--- src/rtl/acc_adder_pkg.sv ---
// Shared definitions for the accumulate/adder unit: mode encodings and the
// mode enum used on the operand interface and inside the pipeline.
package acc_adder_pkg;

    localparam logic [1:0] ENC_ADD = 2'b00;
    localparam logic [1:0] ENC_SUB = 2'b01;
    localparam logic [1:0] ENC_ACC = 2'b10;
    localparam logic [1:0] ENC_CLR = 2'b11;

    typedef enum logic [1:0] {
        MODE_ADD = ENC_ADD,
        MODE_SUB = ENC_SUB,
        MODE_ACC = ENC_ACC,
        MODE_CLR = ENC_CLR
    } mode_e;

endpackage

--- src/rtl/acc_adder_unit_if.sv ---
// Operand/result bundle for acc_adder_unit. The master drives operands and
// consumes results; the slave is the arithmetic unit itself.
interface acc_adder_unit_if
    import acc_adder_pkg::*;
#(
    parameter int WIDTH     = 8,
    parameter int CNT_WIDTH = 4
);
    logic                 in_valid;
    logic [WIDTH-1:0]     op_a;
    logic [WIDTH-1:0]     op_b;
    mode_e                mode;
    logic                 out_valid;
    logic [WIDTH-1:0]     result;
    logic                 flag;
    logic [CNT_WIDTH-1:0] acc_cnt;

    modport master (
        output in_valid, op_a, op_b, mode,
        input  out_valid, result, flag, acc_cnt
    );

    modport slave (
        input  in_valid, op_a, op_b, mode,
        output out_valid, result, flag, acc_cnt
    );
endinterface

--- src/rtl/acc_adder_core.sv ---
// Combinational add/subtract with carry/borrow out.
// Optional saturation is enabled by defining ACC_ADDER_UNIT_SAT_EN:
// overflow clamps to all-ones, underflow clamps to zero; flag is unaffected.
module acc_adder_core #(
    parameter int WIDTH = 8
) (
    input  logic [WIDTH-1:0] a,
    input  logic [WIDTH-1:0] b,
    input  logic             sub,
    output logic [WIDTH-1:0] y,
    output logic             flag
);
    logic [WIDTH:0] ext;

    // One extra bit captures carry (add) or borrow (sub, set when b > a).
    always_comb begin
        // NOTE: every output gets a default first so no path can infer a latch.
        ext  = '0;
        y    = '0;
        flag = 1'b0;
        if (sub) begin
            ext = {1'b0, a} - {1'b0, b};
        end else begin
            ext = {1'b0, a} + {1'b0, b};
        end
        flag = ext[WIDTH];
`ifdef ACC_ADDER_UNIT_SAT_EN
        if (flag) begin
            y = sub ? '0 : '1;
        end else begin
            y = ext[WIDTH-1:0];
        end
`else
        y = ext[WIDTH-1:0];
`endif
    end
endmodule

--- src/rtl/acc_adder_unit.sv ---
// Two-stage add/sub/accumulate unit. Stage 1 registers the request, stage 2
// computes through acc_adder_core and registers result, flag and the
// accumulator state. ena low freezes both stages.
// Optional build macro: ACC_ADDER_UNIT_SAT_EN (saturating arithmetic).
module acc_adder_unit
    import acc_adder_pkg::*;
#(
    parameter int WIDTH     = 8,
    parameter int CNT_WIDTH = 4
) (
    input  logic           clk,
    input  logic           rst_n,
    input  logic           ena,
    acc_adder_unit_if.slave bus
);
    // Stage 1 request registers
    logic             s1_valid;
    logic [WIDTH-1:0] s1_a;
    logic [WIDTH-1:0] s1_b;
    mode_e            s1_mode;

    // Stage 2 output and accumulator state
    logic                 out_valid_q;
    logic [WIDTH-1:0]     result_q;
    logic                 flag_q;
    logic [WIDTH-1:0]     acc_q;
    logic [CNT_WIDTH-1:0] acc_cnt_q;

    // Core operand selection
    logic [WIDTH-1:0] core_a;
    logic [WIDTH-1:0] core_b;
    logic             core_sub;
    logic [WIDTH-1:0] core_y;
    logic             core_flag;

    // Capture the request; ena low holds everything, ignoring in_valid.
    always_ff @(posedge clk or negedge rst_n) begin
        if (!rst_n) begin
            s1_valid <= 1'b0;
            s1_a     <= '0;
            s1_b     <= '0;
            s1_mode  <= MODE_ADD;
        end else if (ena) begin
            // NOTE: non-blocking so every register samples pre-edge values.
            s1_valid <= bus.in_valid;
            s1_a     <= bus.op_a;
            s1_b     <= bus.op_b;
            s1_mode  <= bus.mode;
        end
    end

    // ACC adds op_a to the live accumulator, so back-to-back ACCs chain
    // through acc_q without a bubble; ADD/SUB use both operands directly.
    always_comb begin
        core_a   = s1_a;
        core_b   = s1_b;
        core_sub = (s1_mode == MODE_SUB);
        if (s1_mode == MODE_ACC) begin
            core_a = acc_q;
            core_b = s1_a;
        end
    end

    acc_adder_core #(.WIDTH(WIDTH)) u_core (
        .a    (core_a),
        .b    (core_b),
        .sub  (core_sub),
        .y    (core_y),
        .flag (core_flag)
    );

    // Register the result of a valid request and update accumulator state.
    always_ff @(posedge clk or negedge rst_n) begin
        if (!rst_n) begin
            out_valid_q <= 1'b0;
            result_q    <= '0;
            flag_q      <= 1'b0;
            acc_q       <= '0;
            acc_cnt_q   <= '0;
        end else if (ena) begin
            out_valid_q <= s1_valid;
            if (s1_valid) begin
                unique case (s1_mode)
                    MODE_ADD, MODE_SUB: begin
                        result_q <= core_y;
                        flag_q   <= core_flag;
                    end
                    MODE_ACC: begin
                        result_q <= core_y;
                        flag_q   <= core_flag;
                        acc_q    <= core_y;
                        if (acc_cnt_q != '1) begin
                            acc_cnt_q <= acc_cnt_q + 1'b1;
                        end
                    end
                    MODE_CLR: begin
                        result_q  <= '0;
                        flag_q    <= 1'b0;
                        acc_q     <= '0;
                        acc_cnt_q <= '0;
                    end
                endcase
            end
        end
    end

    assign bus.out_valid = out_valid_q;
    assign bus.result    = result_q;
    assign bus.flag      = flag_q;
    assign bus.acc_cnt   = acc_cnt_q;
endmodule

--- src/flat_wrapper.sv ---
// flat-port wrapper written by rule: the top's interface ports become plain ports
module acc_adder_unit_flat import acc_adder_pkg::*;
#(
    parameter int WIDTH     = 8,
    parameter int CNT_WIDTH = 4
)
  (clk, rst_n, ena, bus_in_valid, bus_op_a, bus_op_b, bus_mode, bus_out_valid, bus_result, bus_flag, bus_acc_cnt);
  acc_adder_unit_if #(.WIDTH(WIDTH), .CNT_WIDTH(CNT_WIDTH)) bus_i ();
  input  logic clk;
  input  logic rst_n;
  input  logic ena;
  input wire logic [$bits(bus_i.in_valid)-1:0] bus_in_valid;
  input wire logic [$bits(bus_i.op_a)-1:0] bus_op_a;
  input wire logic [$bits(bus_i.op_b)-1:0] bus_op_b;
  input wire logic [$bits(bus_i.mode)-1:0] bus_mode;
  output wire logic [$bits(bus_i.out_valid)-1:0] bus_out_valid;
  output wire logic [$bits(bus_i.result)-1:0] bus_result;
  output wire logic [$bits(bus_i.flag)-1:0] bus_flag;
  output wire logic [$bits(bus_i.acc_cnt)-1:0] bus_acc_cnt;
  assign bus_i.in_valid = bus_in_valid;
  assign bus_i.op_a = bus_op_a;
  assign bus_i.op_b = bus_op_b;
  assign bus_i.mode = bus_mode;
  assign bus_out_valid = bus_i.out_valid;
  assign bus_result = bus_i.result;
  assign bus_flag = bus_i.flag;
  assign bus_acc_cnt = bus_i.acc_cnt;
  acc_adder_unit #(.WIDTH(WIDTH), .CNT_WIDTH(CNT_WIDTH)) u_core (.clk(clk), .rst_n(rst_n), .ena(ena), .bus(bus_i));
endmodule
--- config.mk ---
export PLATFORM = sky130hd
export DESIGN_NAME = acc_adder_unit_flat
export DESIGN_NICKNAME = d
export VERILOG_FILES = /design/src/rtl/acc_adder_pkg.sv /design/src/rtl/acc_adder_unit_if.sv /design/src/rtl/acc_adder_core.sv /design/src/rtl/acc_adder_unit.sv /design/src/flat_wrapper.sv
export SDC_FILE = /design/constraint.sdc
export NUM_CORES = 1
export LEC_CHECK = 0
export ABC_CLOCK_PERIOD_IN_PS = 6450
export CORE_MARGIN = 10
export CORE_UTILIZATION = 40
export DETAILED_ROUTE_END_ITERATION = 7
export PLACE_DENSITY = 0.65
export SYNTH_ARGS = -nofsm -noshare
export SYNTH_HDL_FRONTEND = slang
export SYNTH_SLANG_ARGS = --single-unit
--- constraint.sdc ---
create_clock -name clk -period 6.45 [get_ports clk]
set_input_delay 1.29 -clock clk [delete_from_list [all_inputs] [get_ports clk]]
set_output_delay 1.29 -clock clk [all_outputs]
set_load 0.01 [all_outputs]
# Word-level counts from Yosys, hierarchy flattened

Cells that the tools add are included.

Register bits after elaboration: 41
Word-level logic and storage cells: 31
Output and inout port bits: 14

Equality and inequality tests: 5
Reduce and logical (&&, ||, !) cells: 6
Mux-type cells: 8
Add/sub/neg operators: 3

Operators with widths:

| cell                | number |
|---|---|
| $pmux 8 s2          | 2 |
| $mux 8              | 2 |
| $add 8x8->9         | 1 |
| $mux 9              | 1 |
| $sub 8x8->9         | 1 |
| $pmux 4 s2          | 1 |
| $add 4x1->4 const B | 1 |
| $eq 2x2->1 const B  | 2 |
| $mux 4              | 1 |
| $ne 4x4->1 const B  | 1 |
| $reduce_and 4->1    | 1 |
| $reduce_and 3->1    | 1 |
| $reduce_or 3->1     | 1 |
| $eq 2x1->1 const B  | 1 |
| $logic_not 2->1     | 1 |
| $ne 2x2->1 const B  | 1 |
| $pmux 1 s2          | 1 |
| $reduce_and 2->1    | 1 |
| $reduce_bool 2->1   | 1 |

# Longest topological paths before layout

Gate-level depths: netlist (run 1).

Depth after elaboration: 5
Mapped depth: 15
Depth with buffers taken out: 13

# Cells and area by module

From an unflattened synthesis (run 1), not the netlist that was laid out.

Cell total of the unflattened synthesis: 223
Area, all modules: 2379.8 um^2

Modules (own cells, without submodules):

| module         | instances | area each (um^2) | cells each |
|---|---|---|---|
| acc_adder_unit | 1         | 1820.5           | 151 |
| acc_adder_core | 1         | 559.3            | 72 |

# Worst setup path before layout (run 1)

Ideal clock, no wire load.

Kind: flip-flop to flip-flop
Start point: register u_core.s1_mode[1]
End point: register u_core.acc_q[6]
Slack: 3.041 ns
Period minus slack after synthesis: 3.409 ns
Setup time: 0.110 ns
Cell stages (with the launch flop): 16
Data arrival time: 3.299 ns
Cell sequence: dfrtp_1 -> buf_4 -> and2b_1 -> buf_6 -> clkbuf_1 -> mux2i_1 -> ha_1 -> maj3_1 -> a32oi_1 -> o21ai_0 -> ha_1 -> nor2b_1 -> o31a_1 -> o21a_1 -> o21a_1 -> o41ai_1

Cells in the longest elaborated chain, start to end: 5
Elaborated cells between the ends (all ways): 11
Classes of those cells: add/sub (2); eq/ne (3); mux (4); reduce/logical (2)

Ends and longest elaborated chain:

| item                                       | RTL line                                   | RTL |
|---|---|---|
| from (decl)                                | acc_adder_unit.sv:20                       | `mode_e s1_mode;` |
| from (signal assigned)                     | acc_adder_unit.sv:48                       | `s1_mode <= bus.mode;` |
| $eq 2x2->1                                 | acc_adder_unit.sv:58, acc_adder_unit.sv:83 |  |
| $mux 8                                     | acc_adder_unit.sv:58                       | `if (s1_mode == MODE_ACC) begin` |
| $add 8x8->9 or $sub 8x8->9 (tied branches) | acc_adder_core.sv:24, acc_adder_core.sv:22 |  |
| $mux 9                                     | acc_adder_core.sv:21                       | `if (sub) begin` |
| $pmux 8 s2                                 | acc_adder_unit.sv:83                       | `unique case (s1_mode)` |
| to (signal assigned)                       | acc_adder_unit.sv:91                       | `acc_q <= core_y;` |
| to (decl)                                  | acc_adder_unit.sv:26                       | `logic [WIDTH-1:0] acc_q;` |

Several ways; a longest one is shown, not always the timed one.
A chain may end at the register's enable or synchronous reset.

# Worst setup path after layout (run 1)

Start point: register u_core.s1_mode[0]
End point: register u_core.flag_q, in the netlist u_core.bus.flag

Cells in the longest elaborated chain, start to end: 5
Elaborated cells between the ends (all ways): 11
Classes of those cells: add/sub (2); eq/ne (3); mux (4); reduce/logical (2)

Ends and longest elaborated chain:

| item                                       | RTL line                                   | RTL |
|---|---|---|
| $eq 2x2->1                                 | acc_adder_unit.sv:58, acc_adder_unit.sv:83 |  |
| $mux 8                                     | acc_adder_unit.sv:58                       |  |
| $add 8x8->9 or $sub 8x8->9 (tied branches) | acc_adder_core.sv:24, acc_adder_core.sv:22 |  |
| $mux 9                                     | acc_adder_core.sv:21                       |  |
| $pmux 1 s2 *                               | acc_adder_unit.sv:83                       |  |
| to (signal assigned)                       | acc_adder_unit.sv:86                       | `flag_q <= core_flag;` |
| to (signal assigned)                       | acc_adder_unit.sv:90                       | `flag_q <= core_flag;` |
| to (decl)                                  | acc_adder_unit.sv:25                       | `logic flag_q;` |

Mark *: on every way between the ends. The rest lies on a longest branch, timed or not.

==> results of run 1 <==
## layer usage
metal / track usage / vias to the layer above
met5: 0 / -
met4: 0.0386 / 0
met3: 0.0330 / 6
met2: 0.180 / 50
met1: 0.158 / 1000
li1: - / 1049
## registers in the layout (all words and copies together), names as in the netlist
name	flops
u_core.bus.out_valid	1
u_core.bus.flag	1
u_core.s1_a	8
u_core.s1_b	8
u_core.bus.result	8
u_core.bus.acc_cnt	4
u_core.s1_mode	2
u_core.s1_valid	1
u_core.acc_q	8
## cells in the final DEF, fill, tap and decap left out, drive strengths merged, types with 2 or more instances in the layout
cell / Yosys / layout
ha: 10 / 10
a32oi: 3 / 3
a21o: 3 / 3
nand2b: 2 / 2
clkbuf: 9 / 8
nor2: 18 / 18
maj3: 5 / 5
o31ai: 6 / 6
inv: 16 / 16
o21ai: 23 / 23
clkdlybuf4s50: 0 / 34
mux2: 15 / 15
nor3: 6 / 6
xnor2: 2 / 2
a31oi: 3 / 3
o211a: 2 / 2
mux2i: 10 / 10
nand3: 5 / 5
o21a: 5 / 5
nor4b: 2 / 2
a211o: 2 / 2
a21oi: 7 / 7
o41ai: 6 / 6
dfrtp: 41 / 41
nor2b: 2 / 2
nand2: 53 / 53
a211oi: 3 / 3
and3: 2 / 2
## layout make-up
cell class	count	area [sq um]
timing repair buffer	35	345
inverter	16	60.1
multi-input combinational	208	1390
clock buffer	8	80.1
fill	605	3280
tap	77	96.3
sequential	41	1030
## cells by family (layout without fill, tap and decap cells)
family | count (synthesis) | in the layout | share of synthesized area
simple gates | 95 | 95 | 0.168
flops | 41 | 41 | 0.402
compound gates | 70 | 70 | 0.185
xor+xnor | 2 | 2 | 0.00686
mux | 25 | 25 | 0.108
buf+inv | 30 | 59 | 0.0524
fa+ha+maj | 16 | 16 | 0.0774
## power breakdown
| part | internal (mW) | switching [mW] | total (mW) |
|---|---|---|---|
| registers | 0.324 | 0.0544 | 0.378 |
| clock network | 0.0770 | 0.0851 | 0.162 |
| logic | 0.191 | 0.188 | 0.380 |
## through the flow
stage / utilization / instances / hold WS (ns)
6_report: 0.478 / 385 / 0.476
5_1_grt: 0.478 / 385 / 0.517
4_1_cts: 0.478 / 385 / 0.485
3_5_place_dp: 0.465 / 377 / 0.465
3_3_place_gp: 0.465 / 377 / 0.459
2_1_floorplan: - / 279 / 0.443
## worst paths after layout
| check | startpoint | endpoint | slack (ns) | cells past startpoint |
|---|---|---|---|---|
| max | u_core.s1_mode[0]$_DFFE_PN0P_ | u_core.bus.flag$_DFFE_PN0P_ | 2.34 | 13 |
| min reg2reg | u_core.bus.result[3]$_DFFE_PN0P_ | u_core.bus.result[3]$_DFFE_PN0P_ | 0.48 | 2 |
| max in group asynchronous | rst_n | u_core.acc_q[6]$_DFFE_PN0P_ | 4.74 | 1 |
| min | u_core.bus.result[3]$_DFFE_PN0P_ | u_core.bus.result[3]$_DFFE_PN0P_ | 0.48 | 2 |
| min in group asynchronous | rst_n | u_core.s1_a[0]$_DFFE_PN0P_ | 1.13 | 1 |
| max reg2reg | u_core.s1_mode[0]$_DFFE_PN0P_ | u_core.bus.flag$_DFFE_PN0P_ | 2.34 | 13 |
## worst max-delay path, cell delays in order (launching register included)
cell and delay, ns:
dfrtp_1 0.62, and2b_1 0.72, mux2_4 0.30, inv_1 0.04
ha_1 0.26, maj3_1 0.37, a32oi_1 0.14, o21ai_0 0.12
ha_1 0.31, nor2b_1 0.16, o31a_1 0.28, a221oi_1 0.43
or4_1 0.18, nand3_1 0.06
==> results.yml, run 1 <==
cts:
  clockBufferDepth: 2
  clk_pin_slew_worst_paths_ns: 0.08
  cts_made_buffers: 5
  ctsResizeCount: 0
  cts_tree: "built"
  post-cts-setup-buffers: 0
  h-tree-depth: 2
  root_buffer: "clkbuf_8"
  clk-insertion-delay-late_ns: 0.29
  clock-sinks: 41
  cts_hold_buf: 0
setup_path:
  critical_path_class: "flip-flop to flip-flop"
  cp.arrival_ns: 4.28
  endpoint_kind: "flip-flop"
  cp_max_fo: 22
  crit_required_ns: 6.62
  cp-start-kind: "flip-flop"
power:
  peakVddDrop_mv: 0.149
  fin_total_pwr_uw: 920
  p_leak_nw: 1.34
  power_density_nw_per_um2: 307
timing:
  fin_crit_sh: 0.637
  period_needed_ns: 4.11
  finClkSkew_ns: 0.00435
  setup_slack_ns: 2.34
  tightest_slew_ns: 1.14
  timing.final.hold_violations: 0
  tns_ns: 0
  slew_violations: 0
  fmax_ghz: 0.243
  setup_viol: 0
  max_slew_margin: 0.238
  rsz0062_at_grt: "false"
logic_synthesis:
  synth_top_area_frac: 0.402
  ys_types: 47
  ys_seq_elements: 41
  synth_flop_cell: "dfrtp_1"
  synth_area_per_cell_sq_um: 9.15
  yosysTopAreaCell: "dfrtp_1"
  ys_seq_area_frac: 0.402
  synth_common_cells: "nand2_1 (53), dfrtp_1 (41), o21ai_0 (23)"
  synth.area.top_cells: "dfrtp_1 (40%), nand2_1 (7.8%), mux2_2 (6.2%), ha_1 (4.9%), o21ai_0 (4.5%)"
  synth.net_count: 312
  yosysMostFrequentCell: "nand2_1"
  yosys_warnings: 0
  async_flop_share: 1.00
  synth-edff-count: 0
  netlist_area_sq_um: 2550
  synthCells: 279
global_route:
  overflow: 0
  grt_pass1_vias: 2105
  grt_pass1_wl_um: 9910
  grt_max_degree: 42
  grt_util_all_layers: 0.118
  antenna_found_initial: 0
detailed_routing:
  dr.pass1.iters: 4
  vias: 2105
  vias_per_cell: 5.47
  ant_nets: 0
  drtIter0Drc: 126
  drcViolationCount: 0
  wl_met1_um: 2830
  wl_um: 5730
  dr.max_layer_used: "met4"
  wl_met3_um: 317
  wl_per_cell_um: 14.9
  wl_met2_um: 2520
finish:
  n_antenna_cell: 0
  final_layout_size_suffix_gt1_frac: 0.0877
  fin_nets: 340
  design_area_sq_um: 3000
  flow.area_growth_from_synthesis_pct: 17.5
run:
  maxCapViolations: 0
die:
  die_w_um: 99.9
  dieHeight_um: 99.9
  die_area_sq_um: 9980
  core_area_sq_um: 6280
  num_rows: 29
  initial_core_util: 0.407
  ios: 36
placed_design:
  hpwlAfterDp_um: 4310
  io_buffer_count: 35
  gp_congestion: 0.830
  pre_cts_ws_ns: 2.35
  placed_area_sq_um: 2920
hold_path:
  hp-class: "flip-flop to flip-flop"
status:
  status: "complete, no violations"
(Power assumes the default switching activity.)
==> run 2: changes to the inputs <==
ABC_CLOCK_PERIOD_IN_PS = 4100   (was 6450)
clock period = 4.1 ns   (was 6.45 ns; I/O delays follow)
==> run 2 against run 1 <==
Effect of this change: cell count up 1.6%; flip-flop and latch count unchanged; utilization up 0.84 points; via count down 0.43%; hold slack better by 0.0021 ns; die area unchanged; sequential power up 54%; global-route usage up 0.57 points; total power up 59%; setup slack worse by 1.7 ns.
==> results.yml, run 2 (synthesized netlist as in run 1, its figures left out) <==
hold_path:
  hp-class: "flip-flop to flip-flop"
  hp-start: "u_core.bus.result[5]$_DFFE_PN0P_"
  hold-path-cell-count: 2
detailed_routing:
  drtIter0Drc: 116
  wl_per_cell_um: 15.0
  drcViolationCount: 0
  vias_per_cell: 5.36
  vias: 2096
  ant_nets: 0
  dr.pass1.iters: 4
  wl_um: 5880
finish:
  layout_common_cells: "nand2_1 (53), dfrtp_1 (41), clkdlybuf4s50_1 (34), o21ai_0 (23), nor2_1 (17)"
  fin_nets: 346
  layout_commonest_cell: "nand2_1"
  final_layout_size_suffix_gt1_frac: 0.111
  flow.area_growth_from_synthesis_pct: 19.6
  stdcell_count: 391
  n_antenna_cell: 0
  design_area_sq_um: 3050
timing:
  fmax_ghz: 0.291
  timing.final.hold_violations: 0
  finClkSkew_ns: 0.00861
  tns_ns: 0
  fin_crit_sh: 0.838
  slew_violations: 0
  tightest_slew_ns: 0.930
  max_slew_margin: 0.380
  period_needed_ns: 3.44
  setup_viol: 0
  rsz0062_at_grt: "false"
global_route:
  overflow: 0
  grt_util_all_layers: 0.124
  grt_pass1_wl_um: 10400
  grt_max_degree: 42
  grt_pass1_vias: 2157
  antenna_found_initial: 0
cts:
  cts_tree: "built"
  h-tree-depth: 2
  post-cts-setup-buffers: 0
  clock-sinks: 41
  clk_pin_slew_worst_paths_ns: 0.09
  root_buffer: "clkbuf_8"
  ctsResizeCount: 0
  cts_hold_buf: 0
  cts_made_buffers: 5
  clockBufferDepth: 2
  clk-insertion-delay-late_ns: 0.30
setup_path:
  r2r_start: "u_core.s1_mode[0]$_DFFE_PN0P_"
  crit_required_ns: 4.28
  cp-start-kind: "flip-flop"
  cp.arrival_ns: 3.62
  cp_max_fo: 7
  r2r_cells: 13
  critical_path_class: "flip-flop to flip-flop"
  endpoint_kind: "flip-flop"
  cp-startpoint: "u_core.s1_mode[0]$_DFFE_PN0P_"
placed_design:
  place_inst: 383
  hpwlAfterDp_um: 4470
  placed_area_sq_um: 2970
  io_buffer_count: 35
  gp_congestion: 0.917
power:
  peakVddDrop_mv: 0.192
  fin_total_pwr_mw: 1.47
  p_leak_nw: 1.37
  power_density_nw_per_um2: 480
die:
  dieHeight_um: 99.9
  die_w_um: 99.9
  num_rows: 29
  die_area_sq_um: 9980
  ios: 36
  core_area_sq_um: 6280
  initial_core_util: 0.407
status:
  status: "complete, no violations"
run:
  maxCapViolations: 0
==> run 2: cell count changes in the layout (fill, tap and decap cells not counted) <==
cell,change
buf_4,+6
clkinvlp_4,+2
clkbuf_1,-2
==> run 2: area by class of cell <==
cell class                 instances  area, sq um
multi-input combinational        208         1390
inverter                          16         60.1
sequential                        41         1030
clock buffer                       6         72.6
clock inverter                     2         15.0
timing repair buffer              41          390
tap                               77         96.3
fill                             617         3220
==> run 2: per-layer routing <==
metal / GRT usage / share of wire
met1: 0.164 / 0.48
met3: 0.0343 / 0.059
met5: 0 / 0
met2: 0.195 / 0.45
met4: 0.0298 / 0.0061
==> run 2: critical path, cell delays in order, from the launching register on <==
cell and delay (ns):
dfrtp_1 0.43, and2b_1 0.29, mux2_4 0.20, inv_1 0.04, ha_1 0.27, maj3_1 0.38, a32oi_1 0.14, o21ai_0 0.12
ha_1 0.31, nor2b_1 0.15, o31a_1 0.28, o21a_1 0.20, o21a_1 0.18, o41ai_1 0.32
==> run 2: path summary, 6_finish.rpt <==
kind	end	slack, ns
max in group asynchronous	u_core.bus.result[5]$_DFFE_PN0P_	2.87
worst max-delay path	u_core.bus.result[6]$_DFFE_PN0P_	0.66
min in group asynchronous	u_core.s1_a[2]$_DFFE_PN0P_	0.65
worst max register to register	u_core.bus.result[6]$_DFFE_PN0P_	0.66
worst min-delay path	u_core.bus.result[5]$_DFFE_PN0P_	0.48
worst min register to register	u_core.bus.result[5]$_DFFE_PN0P_	0.48
==> run 2: where the power goes <==
part,internal [mW],total [mW],switching [mW]
Combinational,0.307,0.613,0.307
Clock,0.120,0.269,0.149
Sequential,0.510,0.584,0.0740
Total,0.936,1.47,0.530
==> run 2: per-stage QoR <==
stage / utilization / worst slack (ns) / hold slack [ns]
2_1_floorplan: - / 0.691 / 0.443
3_3_place_gp: 0.473 / 0.794 / 0.459
3_5_place_dp: 0.473 / 0.701 / 0.462
4_1_cts: 0.487 / 0.664 / 0.485
5_1_grt: 0.487 / 0.486 / 0.512
6_report: 0.487 / 0.663 / 0.478
